==> src/rtl/ps2_pkg.sv <==
// Shared PS/2 definitions: frame geometry and the receive/transmit state encoding.
package ps2_pkg;

  localparam int PS2_DATA_BITS  = 8;
  localparam int PS2_FRAME_BITS = 11;

  typedef enum logic [1:0] {
    IDLE,
    DATA,
    PARITY,
    STOP
  } ps2_state_e;

  // A frame is good when the data bits plus the parity bit hold an odd number of ones.
  function automatic logic odd_parity_ok(input logic [PS2_DATA_BITS-1:0] data, input logic par);
    return ^{data, par};
  endfunction

endpackage

==> src/rtl/sync2.sv <==
// Generic two-flop synchronizer for an asynchronous single-bit input, with a selectable reset level.
module sync2 #(
  parameter logic RST_VAL = 1'b0
) (
  input  logic clk,
  input  logic rst,
  input  logic i_d,
  output logic o_q
);

  logic r_meta;
  logic r_sync;

  // NOTE: sequential state uses non-blocking assignments so both flops sample the pre-edge values.
  always_ff @(posedge clk) begin
    if (rst) begin
      r_meta <= RST_VAL;
      r_sync <= RST_VAL;
    end else begin
      r_meta <= i_d;
      r_sync <= r_meta;
    end
  end

  assign o_q = r_sync;

endmodule

==> src/rtl/ps2_frame_rx.sv <==
// PS/2 device-to-host frame receiver: samples the synchronized data line on each debounced clock strobe.
module ps2_frame_rx
  import ps2_pkg::*;
#(
  parameter  int TIMEOUT_CYCLES = 50000,
  localparam int CNT_W          = $clog2(TIMEOUT_CYCLES)
) (
  input  logic                     clk,
  input  logic                     rst,
  input  logic                     bit_stb,
  input  logic                     ps2_data,
  output logic [PS2_DATA_BITS-1:0] data_out,
  output logic                     data_valid,
  output logic                     parity_err,
  output logic                     frame_err,
  output logic                     busy
);

  localparam logic [CNT_W-1:0] TMO_LAST = CNT_W'(TIMEOUT_CYCLES - 1);
  localparam logic [2:0]       BIT_LAST = 3'(PS2_DATA_BITS - 1);

  logic                     w_bit;
  ps2_state_e               r_state;
  logic [2:0]               r_bit_cnt;
  logic [PS2_DATA_BITS-1:0] r_shift;
  logic                     r_parity;
  logic [CNT_W-1:0]         r_tmo;
  logic [PS2_DATA_BITS-1:0] r_data;
  logic                     r_valid;
  logic                     r_perr;
  logic                     r_ferr;

  // Line idles high, so the synchronizer resets to 1 to avoid a phantom start bit.
  sync2 #(.RST_VAL(1'b1)) u_sync_data (
    .clk (clk),
    .rst (rst),
    .i_d (ps2_data),
    .o_q (w_bit)
  );

  always_ff @(posedge clk) begin
    if (rst) begin
      r_state   <= IDLE;
      r_bit_cnt <= '0;
      r_shift   <= '0;
      r_parity  <= 1'b0;
      r_tmo     <= '0;
      r_data    <= '0;
      r_valid   <= 1'b0;
      r_perr    <= 1'b0;
      r_ferr    <= 1'b0;
    end else begin
      r_valid <= 1'b0;
      r_perr  <= 1'b0;
      r_ferr  <= 1'b0;

      if (r_state == IDLE) begin
        r_tmo <= '0;
        if (bit_stb && !w_bit) begin
          r_state   <= DATA;
          r_bit_cnt <= '0;
        end
      end else if (bit_stb) begin
        // A strobe always wins over the timeout, even on the terminal-count cycle.
        r_tmo <= '0;
        case (r_state)
          DATA: begin
            r_shift <= {w_bit, r_shift[PS2_DATA_BITS-1:1]};
            if (r_bit_cnt == BIT_LAST) r_state <= PARITY;
            else                       r_bit_cnt <= r_bit_cnt + 3'd1;
          end
          PARITY: begin
            r_parity <= w_bit;
            r_state  <= STOP;
          end
          STOP: begin
            r_state   <= IDLE;
            r_shift   <= '0;
            r_bit_cnt <= '0;
            if (!w_bit) begin
              r_ferr <= 1'b1;
            end else if (odd_parity_ok(r_shift, r_parity)) begin
              r_data  <= r_shift;
              r_valid <= 1'b1;
            end else begin
              r_perr <= 1'b1;
            end
          end
          default: r_state <= IDLE;
        endcase
      end else if (r_tmo == TMO_LAST) begin
        r_ferr    <= 1'b1;
        r_state   <= IDLE;
        r_shift   <= '0;
        r_bit_cnt <= '0;
        r_tmo     <= '0;
      end else begin
        r_tmo <= r_tmo + 1'b1;
      end
    end
  end

  assign data_out   = r_data;
  assign data_valid = r_valid;
  assign parity_err = r_perr;
  assign frame_err  = r_ferr;
  assign busy       = (r_state != IDLE);

endmodule
==> config.mk <==
export PLATFORM = sky130hd
export DESIGN_NAME = ps2_frame_rx
export DESIGN_NICKNAME = d
export VERILOG_FILES = /design/src/rtl/ps2_pkg.sv /design/src/rtl/sync2.sv /design/src/rtl/ps2_frame_rx.sv
export SDC_FILE = /design/constraint.sdc
export NUM_CORES = 1
export LEC_CHECK = 0
export CORE_MARGIN = 4
export CORE_UTILIZATION = 57
export CTS_CLUSTER_SIZE = 10
export DETAILED_ROUTE_END_ITERATION = 8
export PLACE_DENSITY_LB_ADDON = 0.15
export SYNTH_ARGS = -nofsm -noshare
export SYNTH_HDL_FRONTEND = slang
export SYNTH_SLANG_ARGS = --single-unit
==> constraint.sdc <==
create_clock -name clk -period 2.05 [get_ports clk]
set_input_delay 0.5125 -clock clk [delete_from_list [all_inputs] [get_ports clk]]
set_output_delay 0.5125 -clock clk [all_outputs]
set_load 0.01 [all_outputs]
==> metrics.txt <==
global-route wire length before repair=6910 um; CTS clk-pin slew, worst paths=roughly 0.12 ns; max cap viols=0; Die W=67.4 um; overall power=1340 uW; post-synthesis cell count=217; share of layout cells above drive strength 1=0.135; Routed Antenna Nets=0; DRC=0; DP Area=0.00227 mm2; crit end category=flip-flop; row count=21; ys flop type=dfxtp_1; Die Span Y=about 67 um; fin cells=291; maximum clock rate=between 500 and 600 MHz; fin nets=roughly 260; Clock Skew=~0.012 ns; Netlist cell types=36; root buffer cell=clkbuf_4; worst ir drop on vdd=between 0.0004 and 0.0005 V; Layout Cell Area excl Fill=0.00233 mm2; Worst Path Max Fanout=9; vias in the first global route=1639; synthesized cell area=just over 0.002 mm2; EDFF count, synth=0; Final Cycle Share=0.955; post-layout min period=a little under 2 ns; Reg area=863 um2; Avg Inst Size Synth=9.27 um2; Synth async-reset ratio=0; final hold vios=0; Fillers=slightly below 300; syn nets=228; CTS tree=yes; worst min-delay path class=reg2reg; CTS Buffer Depth=2; hold_buf cts=0; cts bufs inserted=5; largest net degree at the start of global routing=35; GR Overflow Total=0; multi-input combinational cell area=0.00107 mm2; Pleak=0.000844 uW; worst path arrival time=2.21 ns; yosys warns=0; clock sink count=43; H-tree levels=2; initial antenna violation count=0; worst slew pin tran=0.426 ns; Setup Total Neg Slack=0 ns; most common cell after layout, fill and taps aside=dfxtp_1; Startpoint Class=flip-flop; placed insts=283; most frequent cells in the layout=dfxtp_1, nor2_1, nand2b_1; Initial Utilization=0.598; worst path required time=about 2.3 ns; count of final setup violators=0; WL final=3910 um; Final WS setup=0.0922 ns; Avg WL per Cell=13.4 um; Area Growth Syn to Fin=16.0%; final slew viol count=0; diodes inserted=0; drt initial violations=between 70 and 80; I/O Buffers=15; pre-CTS WS=-0.115 ns; sequential share of the synthesized area=0.428; relative slew slack=0.711; WS Path Type=reg2reg; core box area=0.00336 mm2; via count=1580; Detailed Place HPWL=about 2800 um; drt pass-1 iters=4; RSZ-0062 raised after global routing=yes; GP Congestion=0.898; Yosys reg bits=43; worst skew pair latency=0.36 ns; GRT Overall Usage=0.204; Ports=16; DR vias/cell=5.43; status=completed; DIE AREA=about 0.0045 mm2; PD cells=574 mW/mm2
[synthesized netlist by cell type, types with 2 or more instances]
library cell | n | share of area
inv_1 | 8 | 0.015
nand4_1 | 8 | 0.025
a21oi_1 | 10 | 0.025
or2_2 | 2 | 0.0062
and3_1 | 4 | 0.012
nand2_2 | 2 | 0.0062
xor2_1 | 6 | 0.026
o21ai_0 | 3 | 0.0075
nor2b_1 | 4 | 0.012
clkbuf_1 | 5 | 0.0093
or4_4 | 2 | 0.011
nor2_1 | 28 | 0.052
a211oi_1 | 2 | 0.0075
dfxtp_1 | 43 | 0.43
nand2_1 | 12 | 0.022
xnor2_1 | 15 | 0.065
nor3_1 | 5 | 0.012
mux2i_1 | 10 | 0.050
buf_6 | 2 | 0.011
ha_1 | 7 | 0.044
nand2b_1 | 16 | 0.050
nand3_1 | 9 | 0.022
[state kept, by name (all words and copies together) (netlist names), 2 cells and up]
| register | flops |
|---|---|
| data_out | 8 |
| r_bit_cnt | 3 |
| r_shift | 8 |
| r_state | 2 |
| r_tmo | 16 |
[stage by stage]
stage               hold slack [ns]  utilization
finish                        0.427        0.693
CTS                           0.430        0.691
global route                  0.449        0.693
global placement              0.396        0.674
floorplan                     0.389            -
detailed placement            0.399        0.674
[layout make-up]
type,count,area share
clock buffer,6,0.0220
sequential,43,0.370
tap,46,0.0247
multi-input combinational,158,0.459
inverter,8,0.0129
clock inverter,1,0.00215
timing repair buffer,29,0.109
[layer usage]
| metal | vias up | track usage | wire [um] | part of all wire |
|---|---|---|---|---|
| met5 | - | 0 | 0 | 0 |
| met4 | 0 | 0.106 | 71 | 0.018 |
| met3 | 8 | 0.0649 | 126 | 0.032 |
| met2 | 18 | 0.346 | 1920 | 0.49 |
| met1 | 760 | 0.228 | 1790 | 0.46 |
| li1 | 794 | - | - | - |
[cells by family (layout without fill, tap and decap cells)]
group,after synthesis,in the layout,synth area share
flops,43,43,0.428
compound gates,21,21,0.0741
simple gates,98,98,0.263
buf+inv,16,44,0.0392
xor+xnor,22,22,0.103
fa+ha+maj,7,7,0.0436
mux,10,10,0.0498
[where the power goes]
| group | leakage (uW) | internal (uW) | switching, uW |
|---|---|---|---|
| clock network | 0.0000341 | 159 | 264 |
| logic | 0.000462 | 33.8 | 40.8 |
| registers | 0.000348 | 839 | 2.94 |
| total | 0.000844 | 1030 | 308 |
[worst max-delay path, cell delays in order (launching register included)]
cell     delay [ns]
dfxtp_1        0.35
or4_4          0.54
o41ai_4        0.41
buf_4          0.23
nand2_2        0.11
a21oi_1        0.17
nor2_1         0.05
[what timing repair did]
| item | CTS | global route |
|---|---|---|
| setup endpoints to repair | 2 | 2 |
| gates resized for setup | 3 | 0 |
| setup buffers | 0 | 1 |
| pin swaps | 1 | 2 |
[path summary, 6_finish.rpt]
| kind | slack [ns] | to | start | cells past startpoint |
|---|---|---|---|---|
| worst min register to register | 0.43 | u_sync_data.o_q | u_sync_data.r_meta | 1 |
| worst min-delay path | 0.43 | u_sync_data.o_q | u_sync_data.r_meta | 1 |
| worst max register to register | 0.09 | r_shift[6] | r_tmo[10] | 6 |
| worst max-delay path | 0.09 | r_shift[6] | r_tmo[10] | 6 |
Note: power is estimated with default switching activity, not from simulation.
